$ cat src/rtl/ttl_pkg.sv
// Shared types and next-count helper for the ttl_* counter/strobe blocks.
package ttl_pkg;

    localparam int CNT_MAX_W = 16;

    typedef enum logic {
        EDGE_FALL = 1'b0,
        EDGE_RISE = 1'b1
    } strobe_edge_t;

    typedef struct packed {
        logic [CNT_MAX_W-1:0] val;
        logic                 wrap;
    } cnt_res_t;

    // Out-of-range values (q >= modulus) run through to 2^width-1 and roll to 0 without a wrap flag.
    function automatic cnt_res_t cnt_next(input logic [CNT_MAX_W-1:0] q,
                                          input logic                 dn,
                                          input logic [CNT_MAX_W:0]   modulus,
                                          input int                   width);
        cnt_res_t             res;
        logic [CNT_MAX_W:0]   last;
        logic [CNT_MAX_W:0]   mask;
        logic [CNT_MAX_W:0]   nxt;
        last     = modulus - 17'd1;
        mask     = (17'd1 << width) - 17'd1;
        nxt      = '0;
        res.val  = '0;
        res.wrap = 1'b0;
        if (dn) begin
            if (q == '0) begin
                res.val  = 16'(last);
                res.wrap = 1'b1;
            end else begin
                res.val = q - 16'd1;
            end
        end else begin
            if ({1'b0, q} == last) begin
                res.wrap = 1'b1;
            end else begin
                nxt     = ({1'b0, q} + 17'd1) & mask;
                res.val = 16'(nxt);
            end
        end
        return res;
    endfunction

endpackage

$ cat src/rtl/ttl_counter_if.sv
// Strobe/control/count bundle for ttl_counter; dn exists only with TTL_COUNTER_DOWN_EN.
interface ttl_counter_if #(parameter int WIDTH = 4);
    logic             cp;
    logic             mr;
    logic             _ld;
    logic [WIDTH-1:0] d;
    logic             enp;
    logic             ent;
`ifdef TTL_COUNTER_DOWN_EN
    logic             dn;
`endif
    logic [WIDTH-1:0] q;
    logic             tc;
    logic             tick;

    modport master (
`ifdef TTL_COUNTER_DOWN_EN
        output dn,
`endif
        output cp, mr, _ld, d, enp, ent,
        input  q, tc, tick
    );

    modport slave (
`ifdef TTL_COUNTER_DOWN_EN
        input  dn,
`endif
        input  cp, mr, _ld, d, enp, ent,
        output q, tc, tick
    );
endinterface

$ cat src/rtl/ttl_edge_det.sv
// Registered strobe edge detector; history resets to the idle level so the first active sample after reset fires.
module ttl_edge_det
    import ttl_pkg::*;
#(
    parameter strobe_edge_t EDGE = EDGE_FALL
) (
    input  logic clk,
    input  logic _rst,
    input  logic in,
    output logic fall
);
    logic r_hist;

    always_ff @(posedge clk or negedge _rst) begin
        if (!_rst) begin
            r_hist <= (EDGE == EDGE_FALL);
        end else begin
            r_hist <= in;
        end
    end

    assign fall = (EDGE == EDGE_FALL) ? (r_hist & ~in) : (~r_hist & in);
endmodule

$ cat src/rtl/ttl_counter.sv
// Parametrised TTL-style synchronous counter driven by a sampled cp strobe.
// Down-counting and the dn port are enabled with TTL_COUNTER_DOWN_EN.
module ttl_counter
    import ttl_pkg::*;
#(
    parameter int WIDTH   = 4,
    parameter int MODULUS = 16
) (
    input  logic          clk,
    input  logic          _rst,
    ttl_counter_if.slave  bus
);
    localparam logic [CNT_MAX_W:0] MOD_L = 17'(MODULUS);
    localparam logic [WIDTH-1:0]   LAST  = WIDTH'(MODULUS - 1);

    logic             r_tick;
    logic [WIDTH-1:0] r_q;
    logic             w_stb;
    logic             w_dn;
    cnt_res_t         w_nxt;
    logic [WIDTH-1:0] w_nxt_q;

`ifdef TTL_COUNTER_DOWN_EN
    assign w_dn = bus.dn;
`else
    assign w_dn = 1'b0;
`endif

    ttl_edge_det #(.EDGE(EDGE_FALL)) u_cp_edge (
        .clk  (clk),
        ._rst (_rst),
        .in   (bus.cp),
        .fall (w_stb)
    );

    assign w_nxt   = cnt_next(16'(r_q), w_dn, MOD_L, WIDTH);
    assign w_nxt_q = WIDTH'(w_nxt.val);

    // mr beats load beats count; a strobe coincident with mr is dropped.
    always_ff @(posedge clk or negedge _rst) begin
        if (!_rst) begin
            r_q    <= '0;
            r_tick <= 1'b0;
        end else if (bus.mr) begin
            r_q    <= '0;
            r_tick <= 1'b0;
        end else if (w_stb && !bus._ld) begin
            r_q    <= bus.d;
            r_tick <= 1'b0;
        end else if (w_stb && bus.enp && bus.ent) begin
            r_q    <= w_nxt_q;
            r_tick <= w_nxt.wrap;
        end else begin
            r_tick <= 1'b0;
        end
    end

    assign bus.q    = r_q;
    assign bus.tick = r_tick;

    // tc ignores enp and cp so a downstream stage can cascade on ent <= tc.
`ifdef TTL_COUNTER_DOWN_EN
    assign bus.tc = bus.ent & (w_dn ? (r_q == '0) : (r_q == LAST));
`else
    assign bus.tc = bus.ent & (r_q == LAST);
`endif
endmodule

$ cat src/flat_wrapper.sv
// flat-port wrapper written by rule: the top's interface ports become plain ports
module ttl_counter_flat import ttl_pkg::*;
#(
    parameter int WIDTH   = 4,
    parameter int MODULUS = 16
)
  (clk, _rst, bus_cp, bus_mr, bus__ld, bus_d, bus_enp, bus_ent, bus_q, bus_tc, bus_tick);
  ttl_counter_if #(.WIDTH(WIDTH)) bus_i ();
  input  logic clk;
  input  logic _rst;
  input wire logic [$bits(bus_i.cp)-1:0] bus_cp;
  input wire logic [$bits(bus_i.mr)-1:0] bus_mr;
  input wire logic [$bits(bus_i._ld)-1:0] bus__ld;
  input wire logic [$bits(bus_i.d)-1:0] bus_d;
  input wire logic [$bits(bus_i.enp)-1:0] bus_enp;
  input wire logic [$bits(bus_i.ent)-1:0] bus_ent;
  output wire logic [$bits(bus_i.q)-1:0] bus_q;
  output wire logic [$bits(bus_i.tc)-1:0] bus_tc;
  output wire logic [$bits(bus_i.tick)-1:0] bus_tick;
  assign bus_i.cp = bus_cp;
  assign bus_i.mr = bus_mr;
  assign bus_i._ld = bus__ld;
  assign bus_i.d = bus_d;
  assign bus_i.enp = bus_enp;
  assign bus_i.ent = bus_ent;
  assign bus_q = bus_i.q;
  assign bus_tc = bus_i.tc;
  assign bus_tick = bus_i.tick;
  ttl_counter #(.WIDTH(WIDTH), .MODULUS(MODULUS)) u_core (.clk(clk), ._rst(_rst), .bus(bus_i));
endmodule
$ cat config.mk
export PLATFORM = sky130hd
export DESIGN_NAME = ttl_counter_flat
export DESIGN_NICKNAME = d
export VERILOG_FILES = /design/src/rtl/ttl_pkg.sv /design/src/rtl/ttl_counter_if.sv /design/src/rtl/ttl_edge_det.sv /design/src/rtl/ttl_counter.sv /design/src/flat_wrapper.sv
export SDC_FILE = /design/constraint.sdc
export NUM_CORES = 1
export LEC_CHECK = 0
export BUFFER_PORTS_ARGS = -buffer_cell sky130_fd_sc_hd__buf_4
export CORE_AREA = 8 8 45 47
export CTS_CLUSTER_DIAMETER = 200
export DETAILED_ROUTE_END_ITERATION = 10
export DIE_AREA = 0 0 53 55
export HOLD_SLACK_MARGIN = 0.12
export PLACE_DENSITY_LB_ADDON = 0.3
export SKIP_CTS_REPAIR_TIMING = 1
export SLEW_MARGIN = 5
export SYNTH_ARGS = -nofsm -noshare
export SYNTH_HDL_FRONTEND = slang
export SYNTH_SLANG_ARGS = --single-unit
export TNS_END_PERCENT = 10
$ cat constraint.sdc
create_clock -name clk -period 1.8 [get_ports clk]
set_input_delay 0.45 -clock clk [delete_from_list [all_inputs] [get_ports clk]]
set_output_delay 0.45 -clock clk [all_outputs]
set_load 0.05 [all_outputs]
==> results.yml, run 1 <==
status:
  status: "completed"
drt:
  wl_met2_um: 493
  first_pass_iters: 4
  drt-met1-wl_um: 420
  drt_iter0_drc: 2
  wl_per_cell_um: 13.3
  ant_nets: 0
  drt_wl_total_um: 995
  vias: 348
  drc_errors: 0
  vias_per_cell: 4.64
  highest_layer: "met4"
  wl_met3_um: 75
final_layout:
  antenna_cells: 0
  drive_gt1_share_pct: 47.5
  layout_commonest_cell: "buf_4"
  final_nets: 72
  syn2layout_area_growth_pct: 56.0
  stdcell_count: 75
critical_path:
  worstPathArrival_ns: 1.30
  crit_path_end_kind: "primary output"
  ff2ff_setup_slack_ns: 0.39
  r2r_start: "u_core.bus.q[1]"
  path_class: "register to primary output"
  regToRegEndpoint: "u_core.bus.q[0]"
  startpoint_type: "register"
  reg2reg_depth: 4
  cp-startpoint: "u_core.bus.q[1]"
  crit_fanout: 4
  endpoint: "bus_tc"
  worst_ep_required_time_ns: 1.35
global_route:
  overflow: 0
  grtUsageTotal_pct: 7.29
  grt_max_degree: 8
  grt_first_pass_wirelength_um: 1520
  grt_antenna_before_repair: 0
  grt_pass1_vias: 346
logic_synthesis:
  syn_nets: 50
  synth_top_family_by_area: "simple AND/OR/NAND/NOR gates"
  seq_area_frac_synth_pct: 40.6
  synthMuxAreaShare_pct: 2.68
  synth_compound_area_share_pct: 15.1
  yosysWarnings: 0
  synth_xor_area_share_pct: 2.35
  synthAdderAreaFrac_pct: 3.36
  syn_inst: 38
  synth-simple-area-share_pct: 31.9
  avgSynthCellArea_um2: 9.81
  ys_ff_latch: 6
  netlist_area_um2: 373
  synth_cell_types: 26
worst_hold_path:
  min_path_type: "input port to register"
  holdCritStartpoint: "bus_cp"
power:
  p_switching_mw: 0.105
  comb_power_share_pct: 20.5
  powerDensity_mw_per_mm2: 631
  p_clk_share_pct: 38.6
  cellLeakagePower_nw: 0.264
  p_int_mw: 0.262
  irDropWorstVdd_mv: 0.265
  p_sw_share_pct: 28.7
  power_frac_seq_pct: 41.0
die:
  core_area_mm2: 0.00138
  die_h_um: 55
  pin_count: 17
  fp.dieArea_mm2: 0.00292
  initial_core_util_pct: 26.9
  die_x_um: 53
  core.rowCount: 14
clock_tree:
  clock-sinks: 6
  clockBufferDepth: 2
  root_buffer: "clkbuf_4"
  htreeDepth: 1
  cts_tree: "built"
  clock_latency_ns: 0.25
  numCtsBuffers: 3
  clk_pin_slew_worst_paths_ns: 0.05
timing:
  fmax_mhz: 571
  hold_viol: 0
  worstMarginPinSlew_ns: 0.385
  tns_ns: 0
  skew_ns: 0.00522
  fin_crit_sh_pct: 97.2
  finalCriticalPeriod_ns: 1.75
  slew_headroom_pct: 74.3
  rsz0062_at_grt: "no"
  setup_viol: 0
  finalMaxSlewViolations: 0
place:
  routabilityCongestion: 0.749
  dpl.hpwl_um: 779
  io_buffers: 16
  placed_cells: 69
flow_run:
  maxCapViolCount: 0
cell usage after synthesis:
cell type | n | share of area, %
dfrtp_1 | 5 | 34
inv_1 | 3 | 3.0
nand2_1 | 3 | 3.0
nor2_1 | 3 | 3.0
nand3_1 | 2 | 2.7
o21ai_0 | 2 | 2.7
a211oi_1 | 1 | 2.0
a21boi_0 | 1 | 2.0
a311oi_1 | 1 | 2.3
a31oi_1 | 1 | 1.7
and2_2 | 1 | 2.0
and3_1 | 1 | 1.7
clkbuf_1 | 1 | 1.0
dfstp_2 | 1 | 7.0
ha_1 | 1 | 3.4
mux2i_1 | 1 | 2.7
nand3b_1 | 1 | 2.0
nand4b_4 | 1 | 6.4
nand4bb_1 | 1 | 3.0
nor3b_1 | 1 | 2.0
o211ai_1 | 1 | 2.0
o311ai_0 | 1 | 2.3
or3_1 | 1 | 1.7
or3_2 | 1 | 2.0
or3b_1 | 1 | 2.3
xor2_1 | 1 | 2.3
power by group through the flow:
stage / registers [mW] / logic (mW) / clock network [mW]
final: 0.150 / 0.0751 / 0.142
after global routing: 0.151 / 0.0823 / 0.155
after CTS: 0.149 / 0.0706 / 0.146
after detailed placement: 0.151 / 0.0704 / 0
after global placement: 0.151 / 0.0706 / 0
after floorplan: 0.167 / 0.0175 / 0
critical path, stage by stage, from the launching register on:
cell,delay [ns]
dfrtp_2,0.43
ha_4,0.17
and3_4,0.15
and2_4,0.16
buf_8,0.14
cell families (layout without fill, tap and decap cells):
family                     count (synthesis)  count (layout)
and+or+nand+nor                           17              17
DFF                                        6               6
muxes                                      1               1
adders and majority gates                  1               1
xor gates and xnor gates                   1               1
buffers and inverters                      4              25
AOI/OAI and AO/OA                          8               8
state kept, by name, summed over array words and instances, names as in the netlist:
name and count:
u_core.bus.tick 1, u_core.bus.q 4, u_core.u_cp_edge.r_hist 1
worst min path at each step:
stage,endpoint,slack (ns),cells after the start
2_1_floorplan,u_core.bus.q[0],0.15,0
3_3_place_gp,u_core.bus.q[3],0.26,1
3_5_place_dp,u_core.bus.q[3],0.27,1
4_1_cts,u_core.bus.q[3],-0.005,1
5_1_grt,u_core.u_cp_edge.r_hist,0.32,1
6_report,u_core.u_cp_edge.r_hist,0.34,1
layout make-up:
class / count / area [um2]
fillers: 143 / 802
multi-input cells: 28 / 225
flip-flops and latches: 6 / 154
repair buffers: 18 / 145
clock buffers: 4 / 26.3
well taps: 16 / 20.0
inverters: 3 / 11.3
routing by layer:
| metal | track usage [%] | up-vias |
|---|---|---|
| li1 | - | 181 |
| met1 | 7.36 | 156 |
| met4 | 3.88 | 0 |
| met2 | 11.5 | 9 |
| met5 | 0 | - |
| met3 | 4.55 | 2 |
metrics by stage:
stage | utilization, % | setup slack, ns | total power, mW | instance area [um2] | hold WS (ns)
global route | 42.0 | 0.0106 | 0.389 | 582 | 0.322
global placement | 37.0 | 0.191 | 0.222 | 512 | 0.264
finish | 42.0 | 0.0498 | 0.367 | 582 | 0.338
floorplan | - | 0.138 | 0.184 | 375 | 0.154
CTS | 38.9 | -0.108 | 0.366 | 538 | -0.00493
detailed placement | 37.0 | 0.172 | 0.222 | 512 | 0.265
Note: power is estimated with default switching activity, not from simulation.
==> inputs of run 2 (changes only) <==
SYNTH_HIERARCHICAL = 1   (was default)
==> run 2 against run 1 <==
Fmax decreased by 1.6%. Critical path type unchanged. Largest cell class unchanged. Largest power group is now clock. Count of clock-buffer cells in the layout unchanged. Hold slack worse by 0.0094 ns. Critical endpoint unchanged. Design area is 10% higher.
==> results.yml, run 2 <==
die:
  core_area_mm2: 0.00138
  die_h_um: 55
  core.rowCount: 14
  pin_count: 17
  fp.dieArea_mm2: 0.00292
  initial_core_util_pct: 31.3
  die_x_um: 53
timing:
  rsz0062_at_grt: "yes"
  slew_headroom_pct: 79.2
  setup_viol: 0
  skew_ns: 0.0113
  finalMaxSlewViolations: 0
  fmax_mhz: 562
  finalCriticalPeriod_ns: 1.78
  hold_viol: 0
  worstMarginPinSlew_ns: 0.310
  fin_crit_sh_pct: 98.8
  timing.hold.ws_ns: 0.329
critical_path:
  ff2ff_setup_slack_ns: 0.43
  crit_slowest_cell: "dfrtp_2"
  regToRegEndpoint: "u_core/bus.q[0]"
  crit_fanout: 6
  cp-startpoint: "u_core/bus.q[0]"
  path_class: "register to primary output"
  endpoint: "bus_tc"
  path_cells: "ha_4, and3_4, and2_4, buf_8"
  worstPathArrival_ns: 1.33
  worst_ep_required_time_ns: 1.35
  max_stage_delay_ns: 0.45
  reg2reg_depth: 4
  r2r_start: "u_core/bus.q[0]"
  startpoint_type: "register"
  crit_path_end_kind: "primary output"
final_layout:
  layout_common_cells: "buf_4, inv_1, o211ai_1, clkbuf_4, dfrtp_1"
  antenna_cells: 0
  stdcell_count: 79
  drive_gt1_share_pct: 50.8
  syn2layout_area_growth_pct: 48.0
  largest_reg_flops: 4
  layout_commonest_cell: "buf_4"
  regArea_um2: 154
  final_nets: 76
  multiInputGateArea_um2: 280
  fin_util_pct: 46.3
  fillers: 138
logic_synthesis:
  synthFlopType: "dfrtp_1"
  synth_edf_count: 0
  avgSynthCellArea_um2: 10.6
  yosysWarnings: 6
  netlist_top_cells_count: "dfrtp_1, inv_1, o211ai_1"
  yosysMostFrequentCell: "dfrtp_1"
  syn_inst: 41
  yosysTopAreaCellShare_pct: 28.9
  synth_top_area_cell: "dfrtp_1"
  ys_top_cells_by_area: "dfrtp_1, o41ai_2, o211ai_1, dfstp_2, o31a_1"
  synth_cell_types: 27
  ys_ff_latch: 6
  seq_area_frac_synth_pct: 35.0
  netlist_area_um2: 433
  async_flop_share_pct: 100
  syn_nets: 53
place:
  placed_cells: 73
  io_buffers: 16
  dpl.hpwl_um: 894
  routabilityCongestion: 0.793
clock_tree:
  cts_tree: "built"
  clock-sinks: 6
  htreeDepth: 1
  root_buffer: "clkbuf_4"
  clk_pin_slew_worst_paths_ns: 0.05
  clockBufferDepth: 2
  clock_latency_ns: 0.26
  numCtsBuffers: 3
status:
  status: "completed"
flow_run:
  maxCapViolCount: 0
drt:
  first_pass_iters: 4
  drc_errors: 0
  vias_per_cell: 5.48
  drt_wl_total_um: 1220
  vias: 433
  wl_per_cell_um: 15.4
  drt_iter0_drc: 6
  ant_nets: 0
global_route:
  grt_first_pass_wirelength_um: 2010
  grt_antenna_before_repair: 0
  grtUsageTotal_pct: 9.49
  grt_max_degree: 9
  overflow: 0
  grt_pass1_vias: 436
worst_hold_path:
  min_path_type: "input port to register"
power:
  cellLeakagePower_nw: 0.290
  irDropWorstVdd_mv: 0.243
  powerDensity_mw_per_mm2: 578
-- run 2: cell families (layout without fill, tap and decap cells) --
logic type,after synthesis,count (layout),synth area share [%]
flip-flops,6,6,35.0
multiplexers,1,1,2.31
AND/OR/NAND/NOR,14,14,26.3
buffers and inverters,4,26,3.47
adder cells (fa/ha/maj),1,1,2.89
AO/OA/AOI/OAI,15,15,30.1
-- run 2: final cells by class --
| class | instances | area share, % |
|---|---|---|
| Multi-Input combinational cell | 31 | 43.8 |
| Timing Repair Buffer | 18 | 22.7 |
| Clock buffer | 4 | 4.10 |
| Tap cell | 16 | 3.13 |
| Sequential cell | 6 | 24.0 |
| Inverter | 4 | 2.34 |
-- run 2: through the flow --
step | setup slack, ns | setup TNS [ns] | power (mW) | instance area (um2)
6_report | 0.0219 | 0 | 0.370 | 641
2_1_floorplan | 0.104 | 0 | 0.184 | 435
4_1_cts | -0.138 | -0.138 | 0.370 | 602
3_5_place_dp | 0.141 | 0 | 0.222 | 576
3_3_place_gp | 0.163 | 0 | 0.221 | 576
5_1_grt | -0.0301 | -0.0301 | 0.393 | 641
-- run 2: routing by layer --
layer | up-vias | track usage [%] | part of all wire [%]
met2 | 15 | 15.6 | 45
met4 | 0 | 5.17 | 2.4
met1 | 210 | 9.83 | 45
met3 | 4 | 4.55 | 7.3
li1 | 204 | - | -
met5 | - | 0 | 0
-- run 2: how the worst min path moves through the flow --
| stage | from | slack [ns] | to | cells past startpoint |
|---|---|---|---|---|
| 6_report | bus_cp | 0.33 | u_core/u_cp_edge/r_hist | 1 |
| 5_1_grt | bus_cp | 0.31 | u_core/u_cp_edge/r_hist | 1 |
| 4_1_cts | _rst | -0.01 | u_core/bus.q[2] | 1 |
| 3_5_place_dp | _rst | 0.27 | u_core/bus.q[2] | 1 |
| 3_3_place_gp | _rst | 0.26 | u_core/bus.q[2] | 1 |
| 2_1_floorplan | _rst | 0.15 | u_core/bus.q[0] | 0 |
-- run 2: power by group --
| part | switching (mW) | internal, mW |
|---|---|---|
| logic | 0.0415 | 0.0354 |
| registers | 0.00590 | 0.140 |
| clock network | 0.0621 | 0.0848 |
-- run 2: critical path, delay by kind of cell, from the launching register on --
family | cells | cell delay, ns
buf+inv | 1 | 0.14
fa+ha+maj | 1 | 0.18
simple gates | 2 | 0.30
flops | 1 | 0.45
